<file path="config.mk">
export PLATFORM = sky130hd
export DESIGN_NAME = end_frame_encoder
export DESIGN_NICKNAME = d
export VERILOG_FILES = /design/src/rtl/maple_pkg.sv /design/src/rtl/maple_phase_timer.sv /design/src/rtl/end_frame_encoder.sv
export SDC_FILE = /design/constraint.sdc
export NUM_CORES = 1
export LEC_CHECK = 0
export ABC_AREA = 1
export BUFFER_PORTS_ARGS = -buffer_cell sky130_fd_sc_hd__buf_2
export CAP_MARGIN = 15
export CELL_PAD_IN_SITES_DETAIL_PLACEMENT = 1
export CELL_PAD_IN_SITES_GLOBAL_PLACEMENT = 1
export CORE_UTILIZATION = 31
export CTS_BUF_LIST = sky130_fd_sc_hd__clkbuf_4 sky130_fd_sc_hd__clkbuf_8 sky130_fd_sc_hd__clkbuf_16
export DETAILED_ROUTE_END_ITERATION = 10
export GPL_ROUTABILITY_DRIVEN = 0
export PLACE_DENSITY = 0.69
export REMOVE_ABC_BUFFERS = 1
export SLEW_MARGIN = 25
export SYNTH_ARGS = -nofsm -noshare
export SYNTH_HDL_FRONTEND = slang
export SYNTH_SLANG_ARGS = --single-unit
export TNS_END_PERCENT = 5
</file>
<file path="constraint.sdc">
create_clock -name clk -period 1.8 [get_ports clk]
set_clock_uncertainty 0.15 [all_clocks]
set_input_delay 0.27 -clock clk [delete_from_list [all_inputs] [get_ports clk]]
set_output_delay 0.27 -clock clk [all_outputs]
set_load 0.01 [all_outputs]
</file>
<file path="src/rtl/maple_pkg.sv">
// Shared Maple bus definitions: end-frame encoder state encodings and line constants
// that the transmit encoders and the receive-side detectors have to agree on.
package maple_pkg;

    typedef enum logic [4:0] {
        EFE_IDLE    = 5'b00001,
        EFE_SETUP   = 5'b00010,
        EFE_A_LOW   = 5'b00100,
        EFE_A_HIGH  = 5'b01000,
        EFE_RELEASE = 5'b10000
    } efe_state_t;

    localparam logic MAPLE_LINE_IDLE    = 1'b1;
    localparam int   MAPLE_END_A_PULSES = 2;

endpackage

</file>
<file path="src/rtl/maple_phase_timer.sv">
// Line-phase timer shared by the Maple frame encoders: counts clk cycles within a
// phase and flags the last cycle of the phase.
module maple_phase_timer #(
    parameter int PHASE_CYCLES = 4,
    parameter int CNT_W        = 8
) (
    input  logic clk,
    input  logic reset,
    input  logic clear,
    output logic phase_end
);

    logic [CNT_W-1:0] timer;

    always_ff @(posedge clk) begin
        if (!reset || clear) begin
            timer <= '0;
        end else begin
            timer <= timer + 1'b1;
        end
    end

    assign phase_end = (timer == CNT_W'(PHASE_CYCLES - 1));

endmodule

</file>
<file path="src/rtl/end_frame_encoder.sv">
// Maple bus end-of-frame generator: SDCKB falls, SDCKA pulses low A_PULSES times,
// then SDCKB rises, each step lasting PHASE_CYCLES clocks.
module end_frame_encoder
    import maple_pkg::*;
#(
    parameter int PHASE_CYCLES = 4,
    parameter int A_PULSES     = MAPLE_END_A_PULSES,
    parameter int CNT_W        = 8
) (
    input  logic clk,
    input  logic reset,
    input  logic start,
    output logic sdcka_out,
    output logic sdckb_out,
    output logic drive_en,
    output logic busy,
    output logic done
);

    localparam logic [3:0] PULSE_TARGET = 4'(A_PULSES);

    efe_state_t state;
    efe_state_t next_state;
    logic [3:0] pulse_cnt;
    logic       phase_end;
    logic       timer_clear;
    logic       pulse_inc;
    logic       sdcka_d;
    logic       sdckb_d;
    logic       active_d;
    logic       done_d;

    maple_phase_timer #(
        .PHASE_CYCLES (PHASE_CYCLES),
        .CNT_W        (CNT_W)
    ) u_phase_timer (
        .clk       (clk),
        .reset     (reset),
        .clear     (timer_clear),
        .phase_end (phase_end)
    );

    always_ff @(posedge clk) begin
        if (!reset) begin
            state <= EFE_IDLE;
        end else begin
            state <= next_state;
        end
    end

    // Outputs are decoded from next_state and registered, so the lines change on
    // the same edge the state does.
    always_comb begin
        next_state = state;
        pulse_inc  = 1'b0;
        unique case (state)
            EFE_IDLE: begin
                if (start) next_state = EFE_SETUP;
            end
            EFE_SETUP: begin
                if (phase_end) next_state = EFE_A_LOW;
            end
            EFE_A_LOW: begin
                if (phase_end) begin
                    next_state = EFE_A_HIGH;
                    pulse_inc  = 1'b1;
                end
            end
            EFE_A_HIGH: begin
                if (phase_end) begin
                    next_state = (pulse_cnt < PULSE_TARGET) ? EFE_A_LOW : EFE_RELEASE;
                end
            end
            EFE_RELEASE: begin
                if (phase_end) next_state = EFE_IDLE;
            end
            default: next_state = EFE_IDLE;
        endcase

        timer_clear = (next_state != state) || (state == EFE_IDLE);
        sdcka_d     = (next_state == EFE_A_LOW) ? ~MAPLE_LINE_IDLE : MAPLE_LINE_IDLE;
        sdckb_d     = (next_state == EFE_IDLE || next_state == EFE_RELEASE)
                      ? MAPLE_LINE_IDLE : ~MAPLE_LINE_IDLE;
        active_d    = (next_state != EFE_IDLE);
        done_d      = (state == EFE_RELEASE) && (next_state == EFE_IDLE);
    end

    // Pulse count restarts with every pattern and saturates rather than wrapping.
    always_ff @(posedge clk) begin
        if (!reset || state == EFE_IDLE) begin
            pulse_cnt <= '0;
        end else if (pulse_inc && pulse_cnt != 4'hF) begin
            pulse_cnt <= pulse_cnt + 4'd1;
        end
    end

    always_ff @(posedge clk) begin
        if (!reset) begin
            sdcka_out <= MAPLE_LINE_IDLE;
            sdckb_out <= MAPLE_LINE_IDLE;
            drive_en  <= 1'b0;
            busy      <= 1'b0;
            done      <= 1'b0;
        end else begin
            sdcka_out <= sdcka_d;
            sdckb_out <= sdckb_d;
            drive_en  <= active_d;
            busy      <= active_d;
            done      <= done_d;
        end
    end

endmodule

</file>
# Yosys cells after proc, flatten, opt, wreduce, memory -nomap -nowiden
# Index checks and enable logic that the tools add are counted.
dict set report classes {
  n_addsub 2
  magnitude_cmp 1
  eq_ne 12
  muxes 11
  reduce_logical 7
}
# op count
set op_table {}
lappend op_table {{2-to-1 mux 5 bit} 6}
lappend op_table {{one-hot mux 5 bit (5 select lines)} 1}
lappend op_table {{== test 5 x 1 -> 1 bit, second input constant} 2}
lappend op_table {{== test 5 x 3 -> 1 bit, second input constant} 2}
lappend op_table {{== test 5 bit, second input constant} 2}
lappend op_table {{adder 8 x 1 -> 8 bit, second input constant} 1}
lappend op_table {{== test 8 x 2 -> 1 bit, second input constant} 1}
lappend op_table {{== test 5 x 2 -> 1 bit, second input constant} 1}
lappend op_table {{== test 5 x 4 -> 1 bit, second input constant} 1}
lappend op_table {{inequality test 5 x 1 -> 1 bit, second input constant} 1}
lappend op_table {{inequality test 5 bit} 1}
lappend op_table {{adder 4 x 1 -> 4 bit, second input constant} 1}
lappend op_table {{logical OR 1 bit} 4}
lappend op_table {{< comparator 4 x 2 -> 1 bit, second input constant} 1}
lappend op_table {{2-to-1 mux 1 bit} 4}
lappend op_table {{inequality test 4 bit, second input constant} 1}
lappend op_table {{logical AND 1 bit} 2}
lappend op_table {{logical NOT 1 bit} 1}
dict set report word_totals {
  regBits 21
  inputBits 3
  out_inout_bits 5
  word_cells 40
}

# Longest topological paths before layout
dict set report depth {
  word_depth 7
  depth_mapped 11
  mapped_depth_nobuf 11
}

# Cells and area by module
# A second synthesis with hierarchy kept.
dict set report hier_totals {
  hier_cells 162
  hier_area_um2 1086.0
}
# module instances cells_each area_per_inst_um2 seq_area_each_um2
set modules_own_cells {}
lappend modules_own_cells {end_frame_encoder 1 110 719.4 260.2}
lappend modules_own_cells {maple_phase_timer 1 52 366.6 160.2}

# Least setup slack after synthesis
# OpenSTA, ideal clock, no wires.
dict set report synth_timing {
  path_kind {register to register}
  from {register u_phase_timer.timer[0]}
  to {register u_phase_timer.timer[0]}
  setup_ns 0.066
  arrival_ns 1.414
  required_time_ns 1.584
  setup_slack_ns 0.170
  stages_incl_launch_ff 10
  path_buffers 0
  period_less_slack_ns 1.630
  cell_sequence {dfxtp_1 > ha_1 > nand3_1 > nor2_4 > nand3_1 > nand3_1 > nand3b_1 > nor2_2 > nand3_2 > nor2_1}
}
dict set report synth_via {
  elab_chain_cells 6
  elab_cells_between_ends 10
  classes_between {add/sub: 1; eq/ne: 2; mux: 5; reduce/logical: 2}
}
# element line_no
set synth_rtl {}
lappend synth_rtl {{start: declaration} maple_phase_timer.sv:13} ;# logic [CNT_W-1:0] timer;
lappend synth_rtl {{start signal: assignment} maple_phase_timer.sv:19} ;# timer <= timer + 1'b1;
lappend synth_rtl {{== test 8 x 2 -> 1 bit} maple_phase_timer.sv:23} ;# assign phase_end = (timer == CNT_W'(PHASE_CYCLES - 1));
lappend synth_rtl {{2-to-1 mux 5 bit (on tied branches)} n/a}
lappend synth_rtl {{one-hot mux 5 bit (5 select lines)} end_frame_encoder.sv:56} ;# unique case (state)
lappend synth_rtl {{inequality test 5 bit} end_frame_encoder.sv:80} ;# timer_clear = (next_state != state) || (state == EFE_IDLE);
lappend synth_rtl {{logical OR 1 bit} end_frame_encoder.sv:80}
lappend synth_rtl {{logical OR 1 bit} maple_phase_timer.sv:16} ;# if (!reset || clear) begin
# Parallel ways exist; a longest one is shown, timed or not.
# A chain may end at the register's enable or synchronous reset.

# Worst setup path in the final report
dict set report layout_timing {
  from {register state[1]}
  to {register u_phase_timer.timer[6]}
}
dict set report layout_via {
  elab_chain_cells 5
  elab_cells_between_ends 14
  classes_between {eq/ne: 6; mux: 6; reduce/logical: 2}
}
# element line_no
set layout_rtl {}
lappend layout_rtl {{start: declaration} end_frame_encoder.sv:22} ;# efe_state_t state;
lappend layout_rtl {{start signal: assignment} end_frame_encoder.sv:47} ;# state <= next_state;
lappend layout_rtl {{== test 5 bit (tied with other cells)} end_frame_encoder.sv:56}
lappend layout_rtl {{one-hot mux 5 bit (5 select lines)} end_frame_encoder.sv:56}
lappend layout_rtl {{inequality test 5 bit} end_frame_encoder.sv:80}
lappend layout_rtl {{logical OR 1 bit *} end_frame_encoder.sv:80}
lappend layout_rtl {{logical OR 1 bit *} maple_phase_timer.sv:16}
# Every way passes the cells marked *; elsewhere a longest branch is shown, timed or not.

==> flow_metrics.tcl <==
set metrics [dict create \
    cts_buffers 3 \
    critPathMaxFanout 8 \
    die_y_um 59.88 \
    max_cap_viol_count 0 \
    avgRoutedWirePerCell_um 13.13 \
    r2r_cells 9 \
    remaining_drc_errors 0 \
    portBuffers 7 \
    setup_viol 0 \
    grt_max_degree 13 \
    crit_type "reg2reg" \
    tightest_slew_ns 0.2266 \
    total_power_uw 828.5 \
    vdd_drop_max_uv 318.9 \
    avgSynthCellArea_um2 7.065 \
    place_ws_ns -0.06835 \
    end_kind "register" \
    antenna_found_initial 0 \
    p_leak_nw 0.5288 \
    finalSetupTns_ns 0 \
    cts_sinks 21 \
    cts_tree "yes" \
    finalNonFillerCells 208 \
    synth_cells 147 \
    rsz0062_at_grt "true" \
    ys_types 24 \
    place_hpwl_um 1938 \
    layout.nets 170 \
    start_util_pct 33.20 \
    crit_arrival_ns 1.86 \
    dr.pass1.iters 4 \
    synth_area_um2 1038 \
    hold_path_depth 2 \
    reg2reg_slack_ns 0.04 \
    grt_pass1_vias 1003 \
    viasPerCell 4.841 \
    seqPwrFrac_pct 58.9 \
    htree_levels 1 \
    timing.fmax_mhz 568.9 \
    grt_overflow 0 \
    cp.required_ns 1.90 \
    start_kind "register" \
    routed_wl_um 2730 \
    dieArea_um2 3586 \
    finalCritPeriodShare_pct 97.66 \
    first_iter_violations 28 \
    switchingPower_uw 234.2 \
    clk_pin_slew_ns 0.13 \
    internal_power_uw 594.4 \
    core_area_um2 3128 \
    synth_seq_cells 21 \
    io_pins 8 \
    hold_class "in2reg" \
    clkPwrFrac_pct 28.5 \
    grt_pass1_wl_um 4333 \
    diodes 0 \
    reg2reg_to "u_phase_timer.timer[6]$_SDFF_PP0_" \
    hp-start "reset" \
    vias 1007 \
    clk_latency_ns 0.32 \
    powerDensity_nw_per_um2 624.7 \
    outcome "finished clean" \
    timing.hold.ws_ns 0.04885 \
    r2r_start "state[1]$_SDFF_PN0_" \
    antenna_left 0 \
    clockBufferDepth 2 \
    worst_hold_path.endpoint "sdcka_out$_SDFF_PN1_" \
    drive_gt1_share_pct 32.32 \
    fin_ws_ns 0.04214 \
    maxSlewHeadroom_pct 84.78 \
    combPwrFrac_pct 12.6 \
    period_needed_ns 1.758 \
    nFillCells 402 \
    syn2layout_area_growth_pct 27.71 \
    post-place-cells 200 \
    switching_share_pct 28.26 \
    slew_viol_final 0 \
    hold_viol 0 \
    chipWidth_um 59.88 \
    yosysWarnings 0 \
    yosysSeqAreaShare_pct 40.48 \
    root_buffer "clkbuf_4" \
    core.rowCount 20 \
    hold_buffers 0 \
    track_usage_pct 16.21 \
]
==> critical path: stages, from the launching register on <==
cell and delay, ns:
dfxtp_4 0.40, nor2_4 0.15, nand3_1 0.14, inv_2 0.11
nand2_1 0.11, nand3_2 0.09, nand3b_1 0.09, nor2_2 0.17
nand3_4 0.16, nor2_2 0.12
==> Yosys cell counts <==
cell type / count / area (um2)
a31oi_1: 1 / 6.260
nand2_1: 25 / 93.84
a21oi_1: 4 / 20.02
nor2_4: 1 / 11.26
or2_0: 1 / 6.260
a21o_1: 1 / 7.510
nor3_1: 2 / 10.01
dfxtp_1: 21 / 420.4
inv_1: 20 / 75.07
nor2_1: 26 / 97.59
nand3b_1: 1 / 7.510
xnor2_1: 2 / 17.52
and3_1: 1 / 6.260
a221oi_1: 1 / 8.760
nand3_2: 1 / 10.01
nand4_1: 5 / 31.28
buf_4: 1 / 7.510
a211oi_1: 1 / 7.510
inv_2: 1 / 3.750
nand3_1: 20 / 100.1
ha_1: 2 / 25.02
nor2_2: 4 / 25.02
xor2_1: 4 / 35.03
o21ai_0: 1 / 5.000
==> flip-flops by register name (all words and copies together) (netlist names) <==
register             flops
pulse_cnt                4
sdckb_out                1
u_phase_timer.timer      8
sdcka_out                1
busy                     1
state                    5
done                     1
==> final cells by class <==
class | instances | area [um2] | share of cell area [%]
well taps | 44 | 55.05 | 4.151
flip-flops and latches | 21 | 440.4 | 33.21
repair buffers | 14 | 91.34 | 6.887
multi-input cells | 104 | 633.1 | 47.74
clock buffers | 3 | 22.52 | 1.698
inverters | 21 | 78.83 | 5.943
clock inverters | 1 | 5.005 | 0.3774
==> cell families after synthesis <==
group           after synthesis  share of synthesized area (%)
xor+xnor                      6                          5.060
fa+ha+maj                     2                          2.409
simple gates                 87                          38.43
flops                        21                          40.48
buf+inv                      22                          8.313
compound gates                9                          5.302
==> layout by cell type (no fill, tap or decap), types with 5 or more instances in the layout <==
cell	n
buf_2	7
buf_4	6
dfxtp_1	13
inv_1	17
nand2_1	24
nand3_1	15
nand4_1	5
nor2_1	17
nor2_2	9
nor2_4	5
==> per-layer routing <==
metal  vias to the layer above  part of all wire (%)  wire length (um)  GRT usage (%)
met5                         -                     0                 0              0
met4                         0                   1.4                39          7.309
met3                         5                   1.7                47          2.814
met2                        10                    50              1372          26.35
met1                       485                    47              1270          20.82
li1                        507                     -                 -              -
==> worst max-delay path by stage <==
stage,from,end,slack (ns),depth (start not counted)
6_report,state[1]$_SDFF_PN0_,u_phase_timer.timer[6]$_SDFF_PP0_,0.04,9
5_1_grt,u_phase_timer.timer[1]$_SDFF_PP0_,u_phase_timer.timer[6]$_SDFF_PP0_,-0.07,9
4_1_cts,u_phase_timer.timer[0]$_SDFF_PP0_,u_phase_timer.timer[4]$_SDFF_PP0_,0.02,9
3_5_place_dp,u_phase_timer.timer[0]$_SDFF_PP0_,u_phase_timer.timer[4]$_SDFF_PP0_,-0.07,9
3_3_place_gp,u_phase_timer.timer[0]$_SDFF_PP0_,u_phase_timer.timer[2]$_SDFF_PP0_,-0.005,9
2_1_floorplan,u_phase_timer.timer[0]$_SDFF_PP0_,u_phase_timer.timer[0]$_SDFF_PP0_,0.17,9
==> power by group through the flow <==
stage	Sequential, mW	Combinational [mW]	Clock, mW
global placement	0.497	0.0787	0
global route	0.491	0.115	0.262
floorplan	0.499	0.0517	0
finish	0.488	0.104	0.236
detailed placement	0.497	0.0821	0
CTS	0.487	0.0859	0.245
==> stage by stage <==
stage / cell area (um2) / utilization (%)
global placement: 1144 / 36.56
global route: 1326 / 42.40
detailed placement: 1144 / 36.56
finish: 1326 / 42.40
CTS: 1196 / 38.24
floorplan: 1031 / -
==> repair_timing <==
item	in CTS	in global routing
gates cloned	0	0
gates resized for setup	2	38
endpoints found under the setup margin	9	12
pin swaps	1	10
buffers inserted	2	2
Note: power is estimated with default switching activity, not from simulation.
